### config.mk
export PLATFORM = sky130hd
export DESIGN_NAME = instruction_queue_decoder
export DESIGN_NICKNAME = d
export VERILOG_FILES = /design/src/rtl/instruction_queue_decoder.sv
export SDC_FILE = /design/constraint.sdc
export NUM_CORES = 1
export LEC_CHECK = 0
export ABC_AREA = 1
export CAP_MARGIN = 20
export CORE_MARGIN = 3
export CORE_UTILIZATION = 57
export DETAILED_ROUTE_END_ITERATION = 6
export GPL_TIMING_DRIVEN = 0
export PLACE_DENSITY = 0.95
export SLEW_MARGIN = 10
export SYNTH_ARGS = -nofsm -noshare
export SYNTH_HDL_FRONTEND = slang
export SYNTH_SLANG_ARGS = --single-unit
### constraint.sdc
create_clock -name clk -period 8.2 [get_ports clk]
set_input_delay 2.05 -clock clk [delete_from_list [all_inputs] [get_ports clk]]
set_output_delay 2.05 -clock clk [all_outputs]
set_load 0.05 [all_outputs]
### src/rtl/instruction_queue_decoder.sv
// Instruction decoder with a DEPTH-entry FIFO between the processor bus and the video control unit.
// Strobed words are validated and split into opcode/register/data, then popped via valid/ready.
module instruction_queue_decoder #(
    parameter int DATA_W      = 32,
    parameter int OPCODE_W    = 2,
    parameter int REG_W       = 5,
    parameter int NUM_OPCODES = 3,
    parameter int DEPTH       = 4
) (
    input  logic                    clk,
    input  logic                    reset,
    input  logic [31:0]             dataA,
    input  logic [DATA_W-1:0]       dataB,
    input  logic                    wr_en,
    output logic                    full,
    output logic [$clog2(DEPTH):0]  count,
    output logic                    valid,
    input  logic                    ready,
    output logic [OPCODE_W-1:0]     opcode,
    output logic [REG_W-1:0]        register,
    output logic [DATA_W-1:0]       data,
    output logic                    illegal,
    output logic                    overflow,
    output logic [7:0]              err_count
);

    localparam int AW = $clog2(DEPTH);
    localparam int CW = AW + 1;
    localparam logic [OPCODE_W:0] LP_NUM_OPS = NUM_OPCODES[OPCODE_W:0];

    typedef struct packed {
        logic [OPCODE_W-1:0] op;
        logic [REG_W-1:0]    rg;
        logic [DATA_W-1:0]   dat;
    } entry_t;

    entry_t              r_mem [DEPTH];
    logic [AW-1:0]       r_wr_ptr;
    logic [AW-1:0]       r_rd_ptr;
    logic [CW-1:0]       r_count;
    logic                r_illegal;
    logic                r_overflow;
    logic [7:0]          r_err_count;

    logic [OPCODE_W-1:0] w_op;
    logic                w_legal;
    logic                w_full;
    logic                w_valid;
    logic                w_push;
    logic                w_pop;
    logic                w_drop;
    entry_t              w_head;
    logic                w_unused;

    assign w_op     = dataA[OPCODE_W-1:0];
    assign w_legal  = {1'b0, w_op} < LP_NUM_OPS;
    assign w_full   = (r_count == CW'(DEPTH));
    assign w_valid  = (r_count != '0);
    // A full FIFO rejects the strobe even if a pop frees a slot on the same edge.
    assign w_push   = wr_en & ~w_full & w_legal;
    assign w_pop    = w_valid & ready;
    assign w_drop   = wr_en & (w_full | ~w_legal);
    assign w_unused = ^dataA;

    always_ff @(posedge clk) begin
        if (reset) begin
            r_wr_ptr    <= '0;
            r_rd_ptr    <= '0;
            r_count     <= '0;
            r_illegal   <= 1'b0;
            r_overflow  <= 1'b0;
            r_err_count <= '0;
        end else begin
            r_overflow <= wr_en & w_full;
            r_illegal  <= wr_en & ~w_full & ~w_legal;
            if (w_push) begin
                r_wr_ptr <= r_wr_ptr + AW'(1);
            end
            if (w_pop) begin
                r_rd_ptr <= r_rd_ptr + AW'(1);
            end
            case ({w_push, w_pop})
                2'b10:   r_count <= r_count + CW'(1);
                2'b01:   r_count <= r_count - CW'(1);
                default: r_count <= r_count;
            endcase
            if (w_drop && (r_err_count != 8'hFF)) begin
                r_err_count <= r_err_count + 8'd1;
            end
        end
    end

    // Storage needs no reset: the outputs are masked whenever the FIFO is empty.
    always_ff @(posedge clk) begin
        if (w_push && !reset) begin
            r_mem[r_wr_ptr] <= '{op: w_op, rg: dataA[4+REG_W-1:4], dat: dataB};
        end
    end

    assign w_head    = r_mem[r_rd_ptr];
    assign valid     = w_valid;
    assign full      = w_full;
    assign count     = r_count;
    assign opcode    = w_valid ? w_head.op  : '0;
    assign register  = w_valid ? w_head.rg  : '0;
    assign data      = w_valid ? w_head.dat : '0;
    assign illegal   = r_illegal;
    assign overflow  = r_overflow;
    assign err_count = r_err_count;

endmodule

==> flow_metrics.env <==
export IMPL_outcome="complete, no violations"
export IMPL_die_y_um=117.2
export IMPL_finalSetupTns_ps=0
export IMPL_synthDominantCellAreaShare=0.6645
export IMPL_clockRootBuffer="clkbuf_16"
export IMPL_diodes=0
export IMPL_antenna_found_initial=0
export IMPL_maxCapViolCount=0
export IMPL_dp_hpwl_um=10770
export IMPL_syn_num_nets=687
export IMPL_p_leak_nw=3.175
export IMPL_skew_ps=6.145
export IMPL_crit_path_end_kind="primary output"
export IMPL_cpPeakStageDelay_ps=840
export IMPL_vias_per_cell=5.679
export IMPL_hold_path_class="reg -> reg"
export IMPL_worst_pin_slew_ps=761.9
export IMPL_area_growth_pct=26.32
export IMPL_netlist_instances=612
export IMPL_rows=39
export IMPL_grt_pass1_wl_um=26230
export IMPL_postCtsSetupBuffers=0
export IMPL_grt_overflow_total=0
export IMPL_routed_wl_um=16980
export IMPL_peakVddDrop_v=0.0002835
export IMPL_syn_area_per_cell_um2=11.52
export IMPL_ys_ff_latch=175
export IMPL_timing_final_ws_setup_ps=3495
export IMPL_cp_arrival_ps=2650
export IMPL_initial_core_util=0.5994
export IMPL_grt_max_degree=27
export IMPL_ant_nets=0
export IMPL_synth_area_leaders="edfxtp_1 66%, nor2_1 9.5%, dfxtp_1 5.4%, o21ai_0 4.5%, a21oi_1 3.3%"
export IMPL_crit_fanout=10
export IMPL_port_buffers=95
export IMPL_clock_tree_buffer_depth=2
export IMPL_coreArea_um2=11760
export IMPL_cts_tree="yes"
export IMPL_r2r_setup_slack_ps=5870
export IMPL_setup_viol=0
export IMPL_die_x_um=117.2
export IMPL_drc=0
export IMPL_power_density_nw_per_um2=352.2
export IMPL_clkLatencyLatePin_ps=420
export IMPL_drv_slew=0
export IMPL_clk_pin_slew_ps=60
export IMPL_grt_use_total=0.2571
export IMPL_nets=805
export IMPL_placed_area_um2=8323
export IMPL_routedWlPerCell_um=18.72
export IMPL_fmax_mhz=212.5
export IMPL_grt_pass1_vias=5263
export IMPL_slew_headroom=0.4908
export IMPL_layout_min_cycle_time_ps=4705
export IMPL_globalplace_congestion=0.8018
export IMPL_pin_count=122
export IMPL_dp_slack_ps=3708
export IMPL_cts_resized=0
export IMPL_cts_made_buffers=17
export IMPL_design_area_um2=8905
export IMPL_ys_seq_area_frac=0.7185
export IMPL_yosys_warnings=0
export IMPL_finalHoldViolCount=0
export IMPL_drtIter0Drc=490
export IMPL_cp_cell_sequence="buf_4, inv_2, clkbuf_1, o21ai_0, a21oi_1, clkdlybuf4s50_1"
export IMPL_ys_types=22
export IMPL_netlist_area_um2=7049
export IMPL_period_share=0.5738
export IMPL_crit_slowest_cell="clkdlybuf4s50_1"
export IMPL_fin_util=0.7572
export IMPL_synth_top_cell_by_area="edfxtp_1"
export IMPL_die_area_um2=13740
export IMPL_cts_sinks=175
export IMPL_cp_required_ps=6150
export IMPL_path_class="reg -> out"
export IMPL_rsz0062_at_grt="false"
export IMPL_cts_hold_buffers_added=0
export IMPL_htreeDepth=4
export IMPL_vias=5151
export IMPL_drive_above_1_share=0.08075
export IMPL_start_kind="flop"
export IMPL_firstDrtPassIters=4
## metrics by stage
step                      hold slack, ps  total power [W]  cells
after global placement             467.9         0.002313    871
after CTS                          530.2         0.003143    907
after detailed placement           514.9         0.002353    875
final                              533.2         0.003136    907
after floorplan                    456.9         0.001903    612
after global routing               528.9         0.003261    907
## power by group
part / switching [W] / internal (W)
clock: 0.000312 / 0.000479
sequential: 0.0000253 / 0.00102
combinational: 0.000914 / 0.000387
## layout by cell type, fill, tap and decap left out, types with 11 or more instances in the layout
cell / count
o21ai_1: 22
nand2_1: 38
clkdlybuf4s50_1: 95
o21ai_0: 63
dfxtp_1: 19
inv_1: 29
edfxtp_1: 156
nor2_1: 174
a21oi_1: 47
buf_2: 11
clkbuf_1: 15
clkbuf_16: 17
## flip-flops by register name, summed over array words and instances (netlist names), named ones only
signal and flops:
overflow 1, r_mem 156, illegal 1, r_wr_ptr 2, err_count 8, r_rd_ptr 2, count 3
## path summary, 6_finish.rpt
kind,from,endpoint,depth (start not counted)
max,flop,data[24],6
min,count[2]$_SDFFE_PP0P_,count[2]$_SDFFE_PP0P_,2
max reg2reg,count[1]$_SDFFE_PP0P_,r_mem[3][17]$_DFFE_PP_,5
min reg2reg,count[2]$_SDFFE_PP0P_,count[2]$_SDFFE_PP0P_,2
## worst max-delay path, delay by kind of cell (launching register included)
family,cells,cell delay [ps]
AO/OA/AOI/OAI,2,440
flip-flops,1,310
buffers and inverters,4,1470
## final cells by class
class | instances | area, um2
Buffer | 31 | 171.4
Clock buffer | 25 | 495.5
Clock inverter | 7 | 86.33
Fill cell | 742 | 2855
Inverter | 32 | 120.1
Multi-Input combinational cell | 374 | 1723
Sequential cell | 175 | 5065
Tap cell | 164 | 205.2
Timing Repair Buffer | 99 | 1039
## metal layers
layer / part of all wire / track usage / up-vias
met1: 0.38 / 0.3106 / 2490
met5: 0 / 0 / -
met2: 0.51 / 0.4389 / 271
li1: - / - / 2353
met3: 0.081 / 0.06992 / 37
met4: 0.023 / 0.1040 / 0
## cells in the mapped netlist
library cell / count
inv_2: 3
inv_1: 29
nor2_1: 178
dfxtp_1: 19
buf_2: 11
nand2_1: 38
nor4_1: 1
nor3_1: 2
a21oi_1: 47
nand4_1: 4
o21ai_1: 22
o21ai_0: 63
buf_4: 7
fa_1: 1
ha_1: 6
xor2_1: 3
nand3_1: 7
nand3_4: 1
edfxtp_1: 156
buf_6: 2
nand2_2: 1
clkbuf_1: 11
## cells by family (layout without fill, tap and decap cells)
group,Yosys count,count (layout),share of synthesized area
AOI/OAI and AO/OA,132,132,0.09372
buffers and inverters,63,194,0.04135
adders and majority gates,7,7,0.01349
xor gates and xnor gates,3,3,0.003728
DFF,175,175,0.7185
and+or+nand+nor,232,232,0.1292
No activity file was read; power rests on OpenSTA's default activity.
